[config.mk]
export PLATFORM = sky130hd
export DESIGN_NAME = riscv_i32_trace_decompress
export DESIGN_NICKNAME = d
export VERILOG_FILES = /design/src/rtl/riscv_i32_trace_pkg.sv /design/src/rtl/riscv_i32_trace_word_assembler.sv /design/src/rtl/riscv_i32_trace_decompress.sv
export SDC_FILE = /design/constraint.sdc
export NUM_CORES = 1
export LEC_CHECK = 0
export ABC_AREA = 1
export ABC_CLOCK_PERIOD_IN_PS = 3750
export BUFFER_PORTS_ARGS = -buffer_cell sky130_fd_sc_hd__buf_2
export CORE_MARGIN = 4
export CORE_UTILIZATION = 39
export CTS_CLUSTER_SIZE = 20
export DETAILED_ROUTE_END_ITERATION = 12
export HOLD_SLACK_MARGIN = 0.02
export PLACE_DENSITY = 0.6
export SYNTH_ARGS = -nofsm -noshare
export SYNTH_HDL_FRONTEND = slang
export SYNTH_SLANG_ARGS = --single-unit
[constraint.sdc]
create_clock -name clk -period 3.75 [get_ports clk]
set_input_delay 0.5625 -clock clk [delete_from_list [all_inputs] [get_ports clk]]
set_output_delay 0.5625 -clock clk [all_outputs]
set_load 0.03 [all_outputs]
[src/rtl/riscv_i32_trace_pkg.sv]
// Shared definitions for the RISC-V i32 trace packer/decompressor pair:
// header bit positions, SYNC mode value, decoder FSM states and the
// trace bundle carried on the trace__* ports.
package riscv_i32_trace_pkg;

    // Header byte bit positions
    localparam int HDR_HAS_PC_BIT   = 0;
    localparam int HDR_BRANCH_BIT   = 1;
    localparam int HDR_TRAP_BIT     = 2;
    localparam int HDR_RFW_BIT      = 3;
    localparam int HDR_RFW_DV_BIT   = 4;
    localparam int HDR_MODE_LSB     = 5;
    localparam int HDR_MODE_MSB     = 7;

    // A header whose mode field carries this value is a SYNC marker
    localparam logic [2:0] MODE_SYNC = 3'b111;

    // Decoder states; ST_SYNC_PC loads the predicted PC without emitting
    typedef enum logic [2:0] {
        ST_HDR     = 3'd0,
        ST_PC      = 3'd1,
        ST_INSTR   = 3'd2,
        ST_RD      = 3'd3,
        ST_DATA    = 3'd4,
        ST_TGT     = 3'd5,
        ST_SYNC_PC = 3'd6
    } dec_state_e;

    // One retired instruction as seen on the trace bus
    typedef struct packed {
        logic        instr_valid;
        logic [31:0] instr_pc;
        logic [2:0]  mode;
        logic [31:0] instr_data;
        logic        rfw_retire;
        logic        rfw_data_valid;
        logic [4:0]  rfw_rd;
        logic [31:0] rfw_data;
        logic        branch_taken;
        logic [31:0] branch_target;
        logic        trap;
    } trace_t;

    // States that consume a 4-byte little-endian word
    function automatic logic is_word_state(dec_state_e s);
        return (s == ST_PC) || (s == ST_INSTR) || (s == ST_DATA) ||
               (s == ST_TGT) || (s == ST_SYNC_PC);
    endfunction

endpackage

[src/rtl/riscv_i32_trace_word_assembler.sv]
// Collects four stream bytes, least significant first, into one 32-bit
// word. 'done' is high on the cycle the fourth byte is offered, and 'word'
// then already contains that byte, so the caller can use the full word on
// the same enabled edge that accepts it. The lane index wraps back to 0
// after every word, so one instance serves every 4-byte field in turn.
module riscv_i32_trace_word_assembler (
    input  logic        clk,
    input  logic        clk__enable,
    input  logic        reset_n,
    input  logic        byte_valid,
    input  logic [7:0]  byte_data,
    output logic [31:0] word,
    output logic        done
);

    logic [1:0]  idx_q, idx_d;
    logic [23:0] low_q, low_d;

    // Next lane index and storage of the three low bytes
    always_comb begin
        idx_d = idx_q;
        low_d = low_q;
        if (byte_valid) begin
            idx_d = idx_q + 2'd1;
            case (idx_q)
                2'd0:    low_d[7:0]   = byte_data;
                2'd1:    low_d[15:8]  = byte_data;
                2'd2:    low_d[23:16] = byte_data;
                default: low_d        = low_q;
            endcase
        end
    end

    // Lane index and partial word registers
    always_ff @(posedge clk or negedge reset_n) begin
        if (!reset_n) begin
            idx_q <= 2'd0;
            low_q <= 24'h0;
        end else if (clk__enable) begin
            idx_q <= idx_d;
            low_q <= low_d;
        end
    end

    assign done = byte_valid && (idx_q == 2'd3);
    assign word = {byte_data, low_q};

endmodule

[src/rtl/riscv_i32_trace_decompress.sv]
// Rebuilds the RISC-V i32 trace bus from a compressed byte stream.
// A byte-serial FSM parses header + body fields, tracks the predicted PC
// and raises trace__instr_valid for one enabled cycle per packet.
// Optional feature macro: RISCV_I32_TRACE_DECOMPRESS_COUNT_EN adds a live
// retired-instruction counter on instr_count (tied to 0 otherwise).
//
// Stream handshake: a byte transfers on an enabled clk edge when
// byte_in__valid=1 and byte_in_ready=1; ready is permanently 1, so the
// stream source alone paces the decoder, and valid=0 simply holds state.
module riscv_i32_trace_decompress #(
    parameter logic [31:0] PC_RESET = 32'h0
) (
    input  logic        clk,
    input  logic        clk__enable,
    input  logic        reset_n,
    input  logic        byte_in__valid,
    input  logic [7:0]  byte_in__data,
    output logic        byte_in_ready,
    output logic        trace__instr_valid,
    output logic [31:0] trace__instr_pc,
    output logic [2:0]  trace__instruction__mode,
    output logic [31:0] trace__instruction__data,
    output logic        trace__rfw_retire,
    output logic        trace__rfw_data_valid,
    output logic [4:0]  trace__rfw_rd,
    output logic [31:0] trace__rfw_data,
    output logic        trace__branch_taken,
    output logic [31:0] trace__branch_target,
    output logic        trace__trap,
    output logic        decode_error,
    output logic [31:0] instr_count
);

    import riscv_i32_trace_pkg::*;

    dec_state_e  state_q, state_d;

    // Header fields of the packet in flight
    logic        has_pc_q, has_pc_d;
    logic        br_q, br_d;
    logic        trap_q, trap_d;
    logic        rfw_q, rfw_d;
    logic        dv_q, dv_d;
    logic [2:0]  mode_q, mode_d;

    // Body fields that may be followed by further fields
    logic [31:0] pc_fld_q, pc_fld_d;
    logic [31:0] instr_q, instr_d;
    logic [4:0]  rd_q, rd_d;
    logic [31:0] data_q, data_d;

    // Decoder context kept across packets
    logic [31:0] pc_pred_q, pc_pred_d;
    logic        trap_pend_q, trap_pend_d;
    logic        err_q, err_d;
    trace_t      out_q, out_d;

    logic        asm_valid;
    logic        asm_done;
    logic [31:0] asm_word;
    logic        last;
    logic [31:0] tgt_w;
    logic [31:0] emit_pc;
    logic [2:0]  hdr_mode;

    assign hdr_mode  = byte_in__data[HDR_MODE_MSB:HDR_MODE_LSB];
    assign asm_valid = byte_in__valid && is_word_state(state_q);

    riscv_i32_trace_word_assembler u_word_asm (
        .clk         (clk),
        .clk__enable (clk__enable),
        .reset_n     (reset_n),
        .byte_valid  (asm_valid),
        .byte_data   (byte_in__data),
        .word        (asm_word),
        .done        (asm_done)
    );

    // Packet parser: next state, field capture, PC prediction and emission
    always_comb begin
        state_d     = state_q;
        has_pc_d    = has_pc_q;
        br_d        = br_q;
        trap_d      = trap_q;
        rfw_d       = rfw_q;
        dv_d        = dv_q;
        mode_d      = mode_q;
        pc_fld_d    = pc_fld_q;
        instr_d     = instr_q;
        rd_d        = rd_q;
        data_d      = data_q;
        pc_pred_d   = pc_pred_q;
        trap_pend_d = trap_pend_q;
        err_d       = err_q;
        out_d       = out_q;
        out_d.instr_valid = 1'b0;
        last        = 1'b0;
        tgt_w       = 32'h0;
        emit_pc     = has_pc_q ? pc_fld_q : pc_pred_q;

        case (state_q)
            ST_HDR: begin
                if (byte_in__valid) begin
                    if (hdr_mode == MODE_SYNC) begin
                        // SYNC never emits; it may only reload the prediction
                        state_d = byte_in__data[HDR_HAS_PC_BIT] ? ST_SYNC_PC : ST_HDR;
                    end else begin
                        has_pc_d = byte_in__data[HDR_HAS_PC_BIT];
                        br_d     = byte_in__data[HDR_BRANCH_BIT];
                        trap_d   = byte_in__data[HDR_TRAP_BIT];
                        rfw_d    = byte_in__data[HDR_RFW_BIT];
                        // Data-valid without a retire is malformed: flag it
                        // and decode as though data-valid were clear
                        dv_d     = byte_in__data[HDR_RFW_DV_BIT] && byte_in__data[HDR_RFW_BIT];
                        mode_d   = hdr_mode;
                        if (byte_in__data[HDR_RFW_DV_BIT] && !byte_in__data[HDR_RFW_BIT]) begin
                            err_d = 1'b1;
                        end
                        // A trap must be followed by an explicit PC
                        if (trap_pend_q && !byte_in__data[HDR_HAS_PC_BIT]) begin
                            err_d = 1'b1;
                        end
                        trap_pend_d = 1'b0;
                        state_d = byte_in__data[HDR_HAS_PC_BIT] ? ST_PC : ST_INSTR;
                    end
                end
            end
            ST_PC: begin
                if (asm_done) begin
                    pc_fld_d = asm_word;
                    state_d  = ST_INSTR;
                end
            end
            ST_INSTR: begin
                if (asm_done) begin
                    instr_d = asm_word;
                    if (rfw_q) begin
                        state_d = ST_RD;
                    end else if (br_q) begin
                        state_d = ST_TGT;
                    end else begin
                        last = 1'b1;
                    end
                end
            end
            ST_RD: begin
                if (byte_in__valid) begin
                    rd_d = byte_in__data[4:0];
                    if (dv_q) begin
                        state_d = ST_DATA;
                    end else if (br_q) begin
                        state_d = ST_TGT;
                    end else begin
                        last = 1'b1;
                    end
                end
            end
            ST_DATA: begin
                if (asm_done) begin
                    data_d = asm_word;
                    if (br_q) begin
                        state_d = ST_TGT;
                    end else begin
                        last = 1'b1;
                    end
                end
            end
            ST_TGT: begin
                if (asm_done) begin
                    tgt_w = asm_word;
                    last  = 1'b1;
                end
            end
            ST_SYNC_PC: begin
                if (asm_done) begin
                    pc_pred_d = asm_word;
                    state_d   = ST_HDR;
                end
            end
            default: begin
                state_d = ST_HDR;
            end
        endcase

        if (last) begin
            state_d                = ST_HDR;
            out_d.instr_valid      = 1'b1;
            out_d.instr_pc         = emit_pc;
            out_d.mode             = mode_q;
            out_d.instr_data       = instr_d;
            out_d.rfw_retire       = rfw_q;
            out_d.rfw_data_valid   = dv_q;
            out_d.rfw_rd           = rfw_q ? rd_d : 5'd0;
            out_d.rfw_data         = dv_q ? data_d : 32'h0;
            out_d.branch_taken     = br_q;
            out_d.branch_target    = tgt_w;
            out_d.trap             = trap_q;
            pc_pred_d              = br_q ? tgt_w : emit_pc + 32'd4;
            trap_pend_d            = trap_q;
        end
    end

    // Decoder state, packet fields and trace output registers
    always_ff @(posedge clk or negedge reset_n) begin
        if (!reset_n) begin
            state_q     <= ST_HDR;
            has_pc_q    <= 1'b0;
            br_q        <= 1'b0;
            trap_q      <= 1'b0;
            rfw_q       <= 1'b0;
            dv_q        <= 1'b0;
            mode_q      <= 3'd0;
            pc_fld_q    <= 32'h0;
            instr_q     <= 32'h0;
            rd_q        <= 5'd0;
            data_q      <= 32'h0;
            pc_pred_q   <= PC_RESET;
            trap_pend_q <= 1'b0;
            err_q       <= 1'b0;
            out_q       <= '0;
        end else if (clk__enable) begin
            state_q     <= state_d;
            has_pc_q    <= has_pc_d;
            br_q        <= br_d;
            trap_q      <= trap_d;
            rfw_q       <= rfw_d;
            dv_q        <= dv_d;
            mode_q      <= mode_d;
            pc_fld_q    <= pc_fld_d;
            instr_q     <= instr_d;
            rd_q        <= rd_d;
            data_q      <= data_d;
            pc_pred_q   <= pc_pred_d;
            trap_pend_q <= trap_pend_d;
            err_q       <= err_d;
            out_q       <= out_d;
        end
    end

`ifdef RISCV_I32_TRACE_DECOMPRESS_COUNT_EN
    logic [31:0] count_q, count_d;

    // Count emitted instructions, wrapping at 2^32
    always_comb begin
        count_d = count_q + {31'd0, out_d.instr_valid};
    end

    // Instruction counter register
    always_ff @(posedge clk or negedge reset_n) begin
        if (!reset_n) begin
            count_q <= 32'h0;
        end else if (clk__enable) begin
            count_q <= count_d;
        end
    end

    assign instr_count = count_q;
`else
    assign instr_count = 32'h0;
`endif

    assign byte_in_ready            = 1'b1;
    assign trace__instr_valid       = out_q.instr_valid;
    assign trace__instr_pc          = out_q.instr_pc;
    assign trace__instruction__mode = out_q.mode;
    assign trace__instruction__data = out_q.instr_data;
    assign trace__rfw_retire        = out_q.rfw_retire;
    assign trace__rfw_data_valid    = out_q.rfw_data_valid;
    assign trace__rfw_rd            = out_q.rfw_rd;
    assign trace__rfw_data          = out_q.rfw_data;
    assign trace__branch_taken      = out_q.branch_taken;
    assign trace__branch_target     = out_q.branch_target;
    assign trace__trap              = out_q.trap;
    assign decode_error             = err_q;

endmodule
==> out/results.ini, run 1 <==
[status]
status = complete, no violations

[clock_network]
insertion_delay_ps = 520
tritoncts = yes
clock_sinks = 313
htreeDepth = 2
cts_buffer_depth = 3
cts_hold_buffers = 0
root_buffer = clkbuf_16
cts_resized = 0
numCtsBuffers = 35
clk_pin_slew_ps = 60
post_cts_buffers = 0

[critical_path]
startpoint_type = flop
r2r-start = state_q[1]
endpoint_kind = flop
cp.arrival_ps = 3200
path_cells = nand2_1 > nor2_1 > inv_2 > nor2_1 > nand2_1 > nand2_2 > buf_4 > inv_2 > a21oi_1 > nand2_1 > nand2_1 > nand2_1
ff2ff_setup_slack_ps = 960
crit_buf_inv = 3
crit_top_cell = nand2_1
worst_r2r_endpoint = pc_pred_q[21]
cp_top_family = simple AND/OR/NAND/NOR gates
critPathMaxFanout = 51
worstPathRequired_ps = 4160
reg2reg_depth = 12
cp_slowest_cell = buf_4
slowest_delay_ps = 480
crit_type = reg2reg

[sta]
finClkSkew_ps = 12.4
slew_violations = 0
maxSlewHeadroom = 0.254
setup_violations = 0
period_needed_ps = 2790
tns_ps = 0
timing_hold_violations_final = 0
worstMarginPinSlew_ps = 1120
timing.fmax_ghz = 0.359
rsz0062_at_grt = no
fin_crit_sh = 0.743
timing.hold.ws_ps = 32.9

[pwr]
p_per_area_nw_per_um2 = 719
power.total_w = 0.0125
p_leak_nw = 8.99
peakVddDrop_mv = 0.465

[grt]
antenna_found_initial = 1
grt_pass1_vias = 12800
grt_use_total = 0.222
overflow = 0
grt_max_degree = 123
grt_pass1_wl_um = 74000

[yosys]
async_flop_share = 1.00
synthCells = 2029
synth_area_um2 = 15200
synth.distinct_cells = 35
yosysWarnings = 0
synth_enable_flop_cells = 0
syn_avg_cell_area_um2 = 7.49
synth-seq-cells = 313
synth_ff_type = dfrtp_1
ys_seq_area_frac = 0.515

[cells_and_area]
fin_nets = 2157
layout_commonest_cell = nand2_1
drive_gt1_frac = 0.117
area_delta_synth_final_pct = 14.4
layout_common_cells = nand2_1 (847), dfrtp_1 (313), o21ai_0 (229)
diodes = 0
finalInstanceArea_um2 = 17400
fin_util = 0.451
n_fill_cell = 3931

[drt]
drtPass1Iterations = 6
first_iter_violations = 1180
avgRoutedWirePerCell_um = 17.5
route.vias.total = 13400
ant_nets = 0
vias_per_cell = 4.99
drt-total-wl_um = 46900
drc = 0

[flow_run]
maxCapViolCount = 0

[floorplanning]
die-area_um2 = 42200
io_pins = 187
die_y_um = 205
row_count = 72
core_area_um2 = 38600
dieWidth_um = 205
start_util = 0.394

[placed_design]
dpl.hpwl_um = 33500
dpl_cell_area_um2 = 16300
finalWeightedCongestion = 0.936
io_buffer_count = 153

[hold_path]
hp-class = in2async

how the worst max path moves through the flow:
stage / start / to / slack (ps) / cells past startpoint
after floorplan: has_pc_q / pc_pred_q[18] / 1590 / 13
after global placement: state_q[1] / pc_pred_q[21] / 1020 / 12
after detailed placement: state_q[1] / pc_pred_q[21] / 1000 / 12
after CTS: state_q[1] / pc_pred_q[21] / 970 / 12
after global routing: state_q[1] / pc_pred_q[18] / 660 / 12
final: state_q[1] / pc_pred_q[21] / 960 / 12
power by group:
group          leakage (nW)  switching, W  total [W]  internal, W
combinational          4.24       0.00309    0.00426      0.00117
sequential             4.22      0.000671    0.00494      0.00427
clock                 0.532       0.00138    0.00331      0.00194
total                  8.99       0.00513     0.0125      0.00737
kinds of logic (layout without fill, tap and decap cells):
family | count (synthesis) | after routing | synth area share
AND/OR/NAND/NOR | 1098 | 1098 | 0.285
flip-flops | 313 | 313 | 0.515
AO/OA/AOI/OAI | 312 | 312 | 0.106
buffers and inverters | 294 | 394 | 0.0855
adder cells (fa/ha/maj) | 7 | 7 | 0.00576
other | 2 | 33 | 0.000494
XOR/XNOR | 2 | 2 | 0.00115
multiplexers | 1 | 1 | 0.000659
per-stage QoR:
stage,instances,setup slack [ps]
2_1_floorplan,2060,1590
3_3_place_gp,2619,1020
3_5_place_dp,2619,1000
4_1_cts,2678,974
5_1_grt,2678,664
6_report,2678,963
cell usage after synthesis, types with 2 or more instances:
cell / n / area share
a21oi_1: 33 / 0.011
a31oi_1: 8 / 0.0033
buf_1: 4 / 0.00099
buf_2: 33 / 0.011
buf_4: 37 / 0.018
buf_6: 2 / 0.0015
clkbuf_1: 65 / 0.016
clkinv_1: 2 / 0.00049
conb_1: 2 / 0.00049
dfrtp_1: 313 / 0.52
ha_1: 7 / 0.0058
inv_1: 142 / 0.035
inv_2: 8 / 0.0020
nand2_1: 847 / 0.21
nand2_2: 4 / 0.0016
nand3_1: 133 / 0.044
nand3b_1: 2 / 0.00099
nand4_1: 2 / 0.00082
nor2_1: 101 / 0.025
nor2_2: 3 / 0.0012
nor3_1: 3 / 0.00099
o211ai_1: 4 / 0.0020
o21ai_0: 229 / 0.075
o21ai_1: 25 / 0.0082
o22ai_1: 9 / 0.0037
xor2_1: 2 / 0.0012
cell type report:
class                           count  area [um2]  area share
Timing Repair Buffer              183        1050      0.0605
Clock buffer                       49         968      0.0557
Sequential cell                   313        7830       0.451
Clock inverter                     10         104     0.00597
Inverter                          152         571      0.0328
Multi-Input combinational cell   1453        6210       0.357
Tap cell                          518         648      0.0373
registers in the layout, summed over array words and instances (netlist names), 2 cells and up:
| register | flops |
|---|---|
| u_word_asm.idx_q | 2 |
| pc_fld_q | 32 |
| trace__instr_pc | 32 |
| trace__instruction__mode | 3 |
| rd_q | 5 |
| trace__instruction__data | 32 |
| data_q | 32 |
| mode_q | 3 |
| trace__rfw_data | 32 |
| state_q | 3 |
| instr_q | 32 |
| trace__rfw_rd | 5 |
| trace__branch_target | 32 |
| u_word_asm.low_q | 24 |
| pc_pred_q | 32 |
worst reg2reg max path, delay by kind of cell (launching register included):
family	cells	cell delay, ps
AND/OR/NAND/NOR	8	1150
buffers and inverters	3	860
flip-flops	1	460
AO/OA/AOI/OAI	1	220
per-layer routing:
metal  track usage  routed length, um  vias to the layer above  share of wire
met5             0                 19                        -        0.00041
met4        0.0577               1090                        2          0.023
met3        0.0356               2850                       64          0.061
met2         0.347              21600                      394           0.46
met1         0.324              21400                     6359           0.46
li1              -                  -                     6557              -
No activity file was read; power rests on OpenSTA's default activity.
==> run 2, diff against run 1 <==
--- a/config.mk
+++ b/config.mk
@@ -5,15 +5,15 @@
 export SDC_FILE = /design/constraint.sdc
 export NUM_CORES = 1
 export LEC_CHECK = 0
-export ABC_AREA = 1
-export ABC_CLOCK_PERIOD_IN_PS = 3750
+export ABC_AREA = 0
+export ABC_CLOCK_PERIOD_IN_PS = 2380
 export BUFFER_PORTS_ARGS = -buffer_cell sky130_fd_sc_hd__buf_2
 export CORE_MARGIN = 4
 export CORE_UTILIZATION = 39
 export CTS_CLUSTER_SIZE = 20
 export DETAILED_ROUTE_END_ITERATION = 12
 export HOLD_SLACK_MARGIN = 0.02
-export PLACE_DENSITY = 0.6
+export PLACE_DENSITY = 0.63
 export SYNTH_ARGS = -nofsm -noshare
 export SYNTH_HDL_FRONTEND = slang
 export SYNTH_SLANG_ARGS = --single-unit
==> constraint.sdc (replaced) <==
create_clock -name clk -period 2.38 [get_ports clk]
set_input_delay 0.357 -clock clk [delete_from_list [all_inputs] [get_ports clk]]
set_output_delay 0.357 -clock clk [all_outputs]
set_load 0.03 [all_outputs]
==> run 2 against run 1 <==
Utilization up 2.4 points. Clock skew down 1.3 ps. Sequential cell count unchanged. Routed wire length down 16%. Worst setup slack worse by 960 ps. Combinational power up 42%. Via count down 21%. Critical path depth down 5. Final cell count down 25%. Register-to-register slack worse by 960 ps. Design area down 0.22%. Synthesized area down 5.0%. Largest cell class unchanged.
==> out/results.ini, run 2 <==
[pwr]
p_leak_nw = 8.18  ; -9.0%
peakVddDrop_mv = 0.542  ; +17%
power.total_w = 0.0198  ; +58%
p_per_area_nw_per_um2 = 1140  ; +59%

[sta]
rsz0062_at_grt = yes
finClkSkew_ps = 11.2  ; -1.27 ps
slew_violations = 0  ; unchanged
period_needed_ps = 2380  ; -411 ps
worstMarginPinSlew_ps = 562  ; -557 ps
setup_slack_ps = 4.42  ; -959 ps
timing.fmax_ghz = 0.421  ; +17%
fin_crit_sh = 0.998  ; +0.255
maxSlewHeadroom = 0.615  ; +0.360
timing_hold_violations_final = 0  ; unchanged
setup_violations = 0  ; unchanged

[drt]
drc = 0  ; unchanged
first_iter_violations = 668  ; -43%
drtPass1Iterations = 8  ; +2
drt-total-wl_um = 39600  ; -16%
vias_per_cell = 5.28  ; +5.8%
route.vias.total = 10600  ; -21%
ant_nets = 0  ; unchanged
avgRoutedWirePerCell_um = 19.7  ; +13%

[yosys]
async_flop_share = 1.00  ; unchanged
synthCells = 1338  ; -34%
yosysWarnings = 0  ; unchanged
synth_enable_flop_cells = 0  ; unchanged
synth-seq-cells = 313  ; unchanged
yosysTopAreaCell = dfrtp_1
synth.distinct_cells = 70  ; +100%
syn_avg_cell_area_um2 = 10.8  ; +44%
synth_ff_type = dfrtp_1
yosysMostFrequentCell = dfrtp_1
synth_area_leaders = dfrtp_1 (54%), mux2_2 (10%), nand2_1 (6.8%), mux2i_1 (6.3%), o21ai_0 (3.4%)
synth_area_um2 = 14400  ; -5.0%
synth_top_cells_by_count = dfrtp_1 (313), nand2_1 (262), mux2_2 (131)
ys_seq_area_frac = 0.543  ; +0.0272
synth_top_area_share = 0.543  ; +0.0272

[flow_run]
maxCapViolCount = 0  ; unchanged

[critical_path]
cp_slowest_cell = dfrtp_4
cp.arrival_ps = 2760  ; -440 ps
startpoint_type = flop
crit_type = reg2reg
crit_buf_inv = 1  ; -2
cp_top_family = simple AND/OR/NAND/NOR gates
slowest_delay_ps = 540  ; +60 ps
path_cells = buf_12 > nand4b_1 > a211oi_4 > nand3_2 > or4_1 > a311oi_1 > nor3_1
worstPathRequired_ps = 2770  ; -1390 ps
endpoint_kind = flop
critPathMaxFanout = 8  ; -84%

[floorplanning]
core_area_um2 = 36500  ; -5.3%
die_y_um = 200  ; -2.4%
dieWidth_um = 200  ; -2.4%
die-area_um2 = 40200  ; -4.8%
start_util = 0.395  ; +0.00106
row_count = 70  ; -2.8%
io_pins = 187  ; unchanged

[status]
status = complete, no violations

[clock_network]
numCtsBuffers = 34  ; -2.9%
root_buffer = clkbuf_16
insertion_delay_ps = 510  ; about the same
cts_buffer_depth = 3  ; unchanged
tritoncts = yes
clk_pin_slew_ps = 60  ; about the same
clock_sinks = 313  ; unchanged
htreeDepth = 2  ; unchanged

[cells_and_area]
layout_common_cells = dfrtp_1 (312), nand2_1 (261), buf_2 (152)
finalNonFillerCells = 2006  ; -25%
area_delta_synth_final_pct = 20.1
n_fill_cell = 3358  ; -15%
finalInstanceArea_um2 = 17300  ; -0.22%
layout_commonest_cell = dfrtp_1
fin_nets = 1535  ; -29%
drive_gt1_frac = 0.291  ; +0.174

[grt]
grt_max_degree = 89  ; -28%
overflow = 0  ; unchanged
antenna_found_initial = 1  ; unchanged
grt_use_total = 0.192  ; -0.0303
grt_pass1_vias = 10700  ; -16%
grt_pass1_wl_um = 62500  ; -16%

[placed_design]
finalWeightedCongestion = 0.905  ; -3.3%
io_buffer_count = 153  ; unchanged
place_ws_ps = -71.4  ; -1070 ps
dpl_cell_area_um2 = 16100  ; -1.6%
dp.cells = 1943  ; -26%
dpl.hpwl_um = 26800  ; -20%

[hold_path]
hp-class = in2reg

==> run 2: cell count changes after synthesis, moves of 10 or more <==
| cell | delta |
|---|---|
| mux2i_1 | +90 |
| mux2_2 | +131 |
| o31ai_1 | +35 |
| nand2_1 | -585 |
| o21ai_0 | -131 |
| xor2_1 | +10 |
| nor2_1 | -58 |
| a21oi_1 | -21 |
| inv_1 | -129 |
| nand3_1 | -104 |
| clkbuf_1 | -21 |
==> run 2: layout make-up <==
class,instances,area (um2),share of cell area
flip-flops and latches,313,7840,0.452
multi-input cells,915,6170,0.356
repair buffers,238,1590,0.0915
clock buffers,47,980,0.0565
well taps,468,586,0.0338
clock inverters,10,136,0.00786
inverters,14,52.6,0.00303
diodes,1,2.50,0.000144
==> run 2: per-layer routing <==
metal  global-route usage  wire [um]  vias up
li1                     -          -     4971
met5                    0          0        -
met3               0.0345       1910       60
met4               0.0487        890        0
met2                0.314      18900      272
met1                0.266      17900     5298
==> run 2: metrics by stage <==
step / hold slack (ps) / setup TNS, ps / utilization
after floorplan: 61.4 / -260 / -
after global placement: 275 / 0 / 0.440
after detailed placement: 275 / -409 / 0.440
after CTS: 199 / 0 / 0.471
after global routing: 226 / -302 / 0.475
final: 215 / 0 / 0.475
==> run 2: worst paths after layout <==
check,start,to,slack (ps),cells past startpoint
max,has_pc_q,pc_pred_q[27],4,7
min,byte_in__data[4],dv_q,210,3
max reg2reg,has_pc_q,pc_pred_q[27],4,7
min reg2reg,decode_error,decode_error,460,1
max in group asynchronous,reset_n,trace__rfw_rd[2],1220,3
min in group asynchronous,reset_n,trace__rfw_data[7],350,2
==> run 2: where the power goes <==
group | internal [W] | total (W) | leakage [nW] | switching, W
Combinational | 0.00257 | 0.00606 | 3.41 | 0.00348
Clock | 0.00320 | 0.00532 | 0.555 | 0.00212
Sequential | 0.00682 | 0.00841 | 4.22 | 0.00159
Total | 0.0126 | 0.0198 | 8.18 | 0.00720
==> run 2: cell families after synthesis <==
logic type               count (synthesis)  share of synthesized area
buffers and inverters                  141                     0.0507
adder cells (fa/ha/maj)                  7                    0.00607
AND/OR/NAND/NOR                        386                      0.116
AO/OA/AOI/OAI                          244                      0.104
other                                    2                   0.000520
multiplexers                           227                      0.169
XOR/XNOR                                18                     0.0109
flip-flops                             313                      0.543
==> run 2: worst register-to-register path, cell delays in order (launching register included) <==
cell and delay [ps]:
dfrtp_4 540, buf_12 160, nand4b_1 250, a211oi_4 370, nand3_2 140, or4_1 430, a311oi_1 280, nor3_1 90
==> run 2: what timing repair did <==
| item | in CTS | in global routing |
|---|---|---|
| gates resized for setup | 2 | 22 |
| cloned | 0 | 0 |
| endpoints found under the hold margin | 34 | 0 |
| hold buffers | 1 | 0 |
| pin swaps | 0 | 4 |
| setup buffers | 0 | 4 |
| setup endpoints to repair | 11 | 154 |
